==> config.mk <==
export PLATFORM = sky130hd
export DESIGN_NAME = flow_seq_ctrl
export DESIGN_NICKNAME = d
export VERILOG_FILES = /design/src/rtl/flow_seq_pkg.sv /design/src/rtl/flow_cmp_core.sv /design/src/rtl/flow_seq_ctrl.sv
export SDC_FILE = /design/constraint.sdc
export NUM_CORES = 1
export LEC_CHECK = 0
export BUFFER_PORTS_ARGS = -buffer_cell sky130_fd_sc_hd__buf_2
export CORE_ASPECT_RATIO = 1.4
export CORE_MARGIN = 3
export CORE_UTILIZATION = 31
export CTS_CLUSTER_SIZE = 20
export DETAILED_ROUTE_END_ITERATION = 7
export GPL_TIMING_DRIVEN = 0
export SYNTH_ARGS = -nofsm -noshare
export SYNTH_HDL_FRONTEND = slang
export SYNTH_SLANG_ARGS = --single-unit
==> constraint.sdc <==
create_clock -name clock -period 4.3 [get_ports clock]
set_clock_uncertainty 0.05 [all_clocks]
set_input_delay 0.43 -clock clock [delete_from_list [all_inputs] [get_ports clock]]
set_output_delay 0.43 -clock clock [all_outputs]
set_load 0.1 [all_outputs]
==> src/rtl/flow_seq_pkg.sv <==
// flow_seq_pkg: shared definitions for the serial add/flow sequencer.
//   - state_t       : sequencer FSM states (IDLE, SHIFT, DONE)
//   - DEFAULT_WIDTH : default operand/result width
//   - maj3()        : three-input majority, used as the serial carry function
package flow_seq_pkg;

  localparam int DEFAULT_WIDTH = 8;

  typedef enum logic [1:0] {
    IDLE  = 2'd0,
    SHIFT = 2'd1,
    DONE  = 2'd2
  } state_t;

  function automatic logic maj3(input logic a, input logic b, input logic c);
    return (a & b) | (a & c) | (b & c);
  endfunction

endpackage

==> src/rtl/flow_cmp_core.sv <==
// flow_cmp_core: combinational one-bit serial core (full adder).
// Ports:
//   bit_a, bit_b : current serial operand bits
//   carry_in     : carry from the previous bit position
//   sum          : bit_a ^ bit_b ^ carry_in
//   carry_out    : majority(bit_a, bit_b, carry_in)
module flow_cmp_core
  import flow_seq_pkg::*;
(
  input  logic bit_a,
  input  logic bit_b,
  input  logic carry_in,
  output logic sum,
  output logic carry_out
);

  assign sum       = bit_a ^ bit_b ^ carry_in;
  assign carry_out = maj3(bit_a, bit_b, carry_in);

endmodule

==> src/rtl/flow_seq_ctrl.sv <==
// flow_seq_ctrl: accepts an operand pair, adds it LSB-first over WIDTH
// cycles through flow_cmp_core, then holds the result until consumed.
// Ports:
//   clock, reset_n        : single clock, synchronous active-low reset
//   in_valid / in_ready   : operand-pair handshake (ready only in IDLE)
//   op_a, op_b            : operands, sampled at the acceptance edge only
//   out_valid / out_ready : result handshake (valid only in DONE)
//   result, overflw       : sum word and carry out of the MSB
//   line1, line2          : serial bits currently fed to the core (0 outside SHIFT)
//   busy                  : high in SHIFT or DONE
// Optional build macro FLOW_SEQ_SAT_EN: saturate result to all-ones on overflow.
// All outputs come straight from flops.
module flow_seq_ctrl
  import flow_seq_pkg::*;
#(
  parameter int WIDTH = DEFAULT_WIDTH
) (
  input  logic             clock,
  input  logic             reset_n,
  input  logic             in_valid,
  output logic             in_ready,
  input  logic [WIDTH-1:0] op_a,
  input  logic [WIDTH-1:0] op_b,
  output logic             out_valid,
  input  logic             out_ready,
  output logic [WIDTH-1:0] result,
  output logic             overflw,
  output logic             line1,
  output logic             line2,
  output logic             busy
);

  localparam int               CNT_W    = $clog2(WIDTH + 1);
  localparam logic [CNT_W-1:0] LAST_BIT = CNT_W'(WIDTH - 1);
  localparam logic [CNT_W-1:0] CNT_ONE  = CNT_W'(1);

  state_t           state_q, state_d;
  logic [WIDTH-1:0] a_sh_q, a_sh_d;
  logic [WIDTH-1:0] b_sh_q, b_sh_d;
  logic [WIDTH-1:0] res_q, res_d;
  logic [CNT_W-1:0] cnt_q, cnt_d;
  logic             carry_q, carry_d;
  logic             ovf_q, ovf_d;
  logic             line1_q, line1_d;
  logic             line2_q, line2_d;
  logic             in_ready_q, in_ready_d;
  logic             out_valid_q, out_valid_d;
  logic             busy_q, busy_d;
  logic             sum_s, carry_nxt_s;

  // The core sees the shift-register LSBs; line1/line2 flops mirror them in SHIFT.
  flow_cmp_core u_core (
    .bit_a     (a_sh_q[0]),
    .bit_b     (b_sh_q[0]),
    .carry_in  (carry_q),
    .sum       (sum_s),
    .carry_out (carry_nxt_s)
  );

  // Next-state, datapath and registered-output computation.
  always_comb begin
    state_d = state_q;
    a_sh_d  = a_sh_q;
    b_sh_d  = b_sh_q;
    res_d   = res_q;
    cnt_d   = cnt_q;
    carry_d = carry_q;
    ovf_d   = ovf_q;

    case (state_q)
      IDLE: begin
        if (in_valid && in_ready_q) begin
          a_sh_d  = op_a;
          b_sh_d  = op_b;
          res_d   = {WIDTH{1'b0}};
          cnt_d   = {CNT_W{1'b0}};
          carry_d = 1'b0;
          ovf_d   = 1'b0;
          state_d = SHIFT;
        end else begin
          state_d = IDLE;
        end
      end
      SHIFT: begin
        // Sum bits enter at the MSB so bit k ends at result[k] after WIDTH shifts.
        res_d   = {sum_s, res_q[WIDTH-1:1]};
        a_sh_d  = {1'b0, a_sh_q[WIDTH-1:1]};
        b_sh_d  = {1'b0, b_sh_q[WIDTH-1:1]};
        carry_d = carry_nxt_s;
        cnt_d   = cnt_q + CNT_ONE;
        if (cnt_q == LAST_BIT) begin
          state_d = DONE;
          ovf_d   = carry_nxt_s;
`ifdef FLOW_SEQ_SAT_EN
          if (carry_nxt_s) begin
            res_d = {WIDTH{1'b1}};
          end else begin
            res_d = {sum_s, res_q[WIDTH-1:1]};
          end
`endif
        end else begin
          state_d = SHIFT;
        end
      end
      DONE: begin
        if (out_valid_q && out_ready) begin
          state_d = IDLE;
        end else begin
          state_d = DONE;
        end
      end
      default: begin
        state_d = IDLE;
      end
    endcase

    in_ready_d  = (state_d == IDLE);
    busy_d      = (state_d == SHIFT) || (state_d == DONE);
    line1_d     = (state_d == SHIFT) ? a_sh_d[0] : 1'b0;
    line2_d     = (state_d == SHIFT) ? b_sh_d[0] : 1'b0;
    // Valid rises one cycle after DONE is entered and drops on the handshake edge.
    out_valid_d = (state_q == DONE) && !(out_valid_q && out_ready);
  end

  // State and output registers with synchronous active-low reset.
  always_ff @(posedge clock) begin
    if (!reset_n) begin
      state_q     <= IDLE;
      a_sh_q      <= {WIDTH{1'b0}};
      b_sh_q      <= {WIDTH{1'b0}};
      res_q       <= {WIDTH{1'b0}};
      cnt_q       <= {CNT_W{1'b0}};
      carry_q     <= 1'b0;
      ovf_q       <= 1'b0;
      line1_q     <= 1'b0;
      line2_q     <= 1'b0;
      in_ready_q  <= 1'b1;
      out_valid_q <= 1'b0;
      busy_q      <= 1'b0;
    end else begin
      state_q     <= state_d;
      a_sh_q      <= a_sh_d;
      b_sh_q      <= b_sh_d;
      res_q       <= res_d;
      cnt_q       <= cnt_d;
      carry_q     <= carry_d;
      ovf_q       <= ovf_d;
      line1_q     <= line1_d;
      line2_q     <= line2_d;
      in_ready_q  <= in_ready_d;
      out_valid_q <= out_valid_d;
      busy_q      <= busy_d;
    end
  end

  assign in_ready  = in_ready_q;
  assign out_valid = out_valid_q;
  assign result    = res_q;
  assign overflw   = ovf_q;
  assign line1     = line1_q;
  assign line2     = line2_q;
  assign busy      = busy_q;

endmodule
==> out/qor.txt <==
status = finished clean
Final setup viols = 0
max frequency = 0.593 GHz
Syn Area/Cell = 9.61 µm²
peak supply drop = 0.169 mV
vias in the first global route = 1255
Reg2Reg Capture Point = busy$_SDFF_PN0_
internal power = 0.519 mW
layout cells sized above 1 = 32.8%
Gates resized, CTS repair = 0
n_diodes = 0
Clock Tree Buf Depth = 2
CTS Buf Count = 5
max_slew headroom = 67.6%
DRT iter0 DRCs = 33
commonest non-fill, non-tap cell in the layout = buf_2
DR WL/cell = 13.5 µm
register area = 741 µm²
Hold EP = in_ready$_SDFF_PN1_
aggregate global-route resource usage = 12.7%
Hold Crit Class = in -> reg
I/O Buffers = 32
Sw Share = 29.8%
# Max-Cap Violations = 0
Multi-input gate area = 717 µm²
design area = 0.00190 mm²
DR vias = 1311
Startpoint Class = flip-flop
DIE WIDTH = 66.3 µm
PwrDens = 389 mW/mm²
Root Buffer = clkbuf_8
chip height = 90.4 µm
Buf+Inv Stages, Crit Path = 2
wirelength, routed = 3.62 mm
Worst path max stage delay = 0.33 ns
combinational group share of total power = 17.0%
WP data arrival = 1.82 ns
Yosys cell types = 37
Antenna Nets Post-Route = 0
# H-tree levels = 2
Ports = 34
Tcrit/Tclk final = 39.2%
fin crit period = 1.69 ns
hold_sp = reset_n
starting density of the core = 32.3%
Leak = 0.781 nW
clock latency at the later pin of the worst-skew pair = 0.29 ns
Psw = 0.221 mW
Syn Nets = 188
Clk pwr share = 32.0%
yosys warns = 0
site row count = 30
crit path max fanout = 10
pin count of the biggest net entering global routing = 13
Syn-to-layout area delta = 20.7%
part of the power in registers = 51.0%
first-pass GRT wire length = 5.79 mm
FF+latch count, synth = 37
post-synthesis sequential area ratio = 47.0%
placer congestion estimate = 0.726
delay-heaviest family, CP = buffers and inverters
R2R setup slack = 2.61 ns
# Post-CTS Setup Buffers = 0
Data required, critical path = 4.44 ns
Worst path slowest cell = dfxtp_1
CP most frequent cell = buf_2
DRC viols = 0
hold_buf cts = 0
max-slew violations = 0
Least-Margin Pin Slew = 0.489 ns
HPWL after DPL = 2.64 mm
placed cell areas = 0.00182 mm²
RSZ-0062 raised after global routing = false
Gate Count Post-Synth = 164
TNS Setup = 0 ns
R2R cell count = 6
# nets final = 227
mapped cell area = 0.00158 mm²
crit-path cells = buf_2 -> nor2_4 -> buf_2 -> nand2_1 -> ha_1 -> and2_1
Initial DRT Pass Iterations = 4
Crit Path Category = reg -> reg
die area = 0.00599 mm²
initial antenna violation count = 0
CTS tree = done
Via density = 4.89
Clock Pin Slew Worst Setup and Hold Paths = 0.07 ns
total grt overflow = 0
Final Hold Fails = 0
CP endpoint kind = flip-flop
fillcell total = 517
commonest cells after routing, fill and taps aside = buf_2 (40), dfxtp_1 (37), nand2_1 (17)
CTS sink cnt = 37
r2r startpoint = state_q[1]$_SDFF_PN0_
core area = 0.00488 mm²
WHS Path Cells = 2
cell families after synthesis:
group / share of synthesized area, %
DFF: 47.0
AOI/OAI and AO/OA: 25.4
buffers and inverters: 7.54
adders and majority gates: 3.65
and+or+nand+nor: 16.4
cell usage after synthesis:
| cell | count | area (µm²) |
|---|---|---|
| o21a_1 | 1 | 7.51 |
| o211ai_1 | 1 | 7.51 |
| o32ai_1 | 2 | 17.5 |
| and4b_1 | 2 | 20.0 |
| or2_4 | 1 | 8.76 |
| nand2_1 | 17 | 63.8 |
| buf_2 | 8 | 40.0 |
| a21boi_1 | 3 | 22.5 |
| fa_1 | 1 | 20.0 |
| and4bb_1 | 2 | 25.0 |
| o22ai_1 | 10 | 62.6 |
| buf_6 | 1 | 11.3 |
| nor2_2 | 1 | 6.26 |
| dfxtp_1 | 37 | 741 |
| nand4bb_1 | 1 | 11.3 |
| inv_1 | 13 | 48.8 |
| clkbuf_1 | 2 | 7.51 |
| and2b_1 | 1 | 7.51 |
| a21oi_1 | 6 | 30.0 |
| nor2_4 | 1 | 11.3 |
| nand3_1 | 7 | 35.0 |
| o21ai_0 | 3 | 15.0 |
| a31o_1 | 1 | 8.76 |
| or3_1 | 1 | 6.26 |
| o21ai_1 | 3 | 15.0 |
| inv_2 | 1 | 3.75 |
| a21oi_2 | 11 | 96.3 |
| ha_1 | 3 | 37.5 |
| nand4b_2 | 1 | 15.0 |
| and3_1 | 1 | 6.26 |
| buf_4 | 1 | 7.51 |
| nor3b_1 | 1 | 7.51 |
| and2_1 | 3 | 18.8 |
| nor2_1 | 1 | 3.75 |
| o221ai_1 | 12 | 105 |
| a211oi_2 | 1 | 12.5 |
| nand2b_1 | 2 | 12.5 |
layer usage:
metal / up-vias / GRT usage [%] / part of all wire (%)
li1: 672 / - / -
met1: 605 / 14.8 / 44
met2: 27 / 20.1 / 48
met3: 7 / 4.36 / 4.6
met4: 0 / 6.61 / 2.6
met5: - / 0 / 0
flip-flops by register name, indices dropped and copies added, names as in the netlist, 2 cells and up:
name and cells:
state_q 2, a_sh_q 8, result 8, b_sh_q 8, cnt_q 4
per-stage QoR:
stage / cells / power, mW / utilization [%] / worst slack [ns] / hold slack (ns)
finish: 268 / 0.740 / 39.0 / 2.61 / 0.329
CTS: 268 / 0.749 / 39.0 / 2.59 / 0.325
floorplan: 164 / 0.479 / - / 2.08 / 0.374
detailed placement: 260 / 0.512 / 37.2 / 2.49 / 0.390
global placement: 260 / 0.512 / 37.2 / 2.46 / 0.385
global route: 268 / 0.783 / 39.0 / 2.46 / 0.323
final cells by class:
type / count / share of cell area (%)
plain buffers: 12 / 3.48
multi-input cells: 101 / 37.7
repair buffers: 32 / 8.42
well taps: 64 / 4.21
inverters: 14 / 2.76
clock buffers: 5 / 3.62
flip-flops and latches: 37 / 38.9
clock inverters: 3 / 0.920
power by group through the flow:
stage,logic (mW),registers [mW],clock network (mW)
after floorplan,0.0726,0.407,0
after global routing,0.139,0.380,0.264
after global placement,0.127,0.385,0
final,0.126,0.377,0.237
after CTS,0.127,0.377,0.244
after detailed placement,0.127,0.385,0
worst max path at each step:
stage | slack (ns) | depth (start not counted) | endpoint | from
after floorplan | 2.08 | 6 | busy$_SDFF_PN0_ | in_ready$_SDFF_PN1_
after global placement | 2.46 | 7 | busy$_SDFF_PN0_ | in_valid
after detailed placement | 2.49 | 7 | busy$_SDFF_PN0_ | in_valid
after CTS | 2.59 | 6 | busy$_SDFF_PN0_ | state_q[1]$_SDFF_PN0_
after global routing | 2.46 | 6 | busy$_SDFF_PN0_ | in_ready$_SDFF_PN1_
final | 2.61 | 6 | busy$_SDFF_PN0_ | state_q[1]$_SDFF_PN0_
No activity file was read; power rests on OpenSTA's default activity.
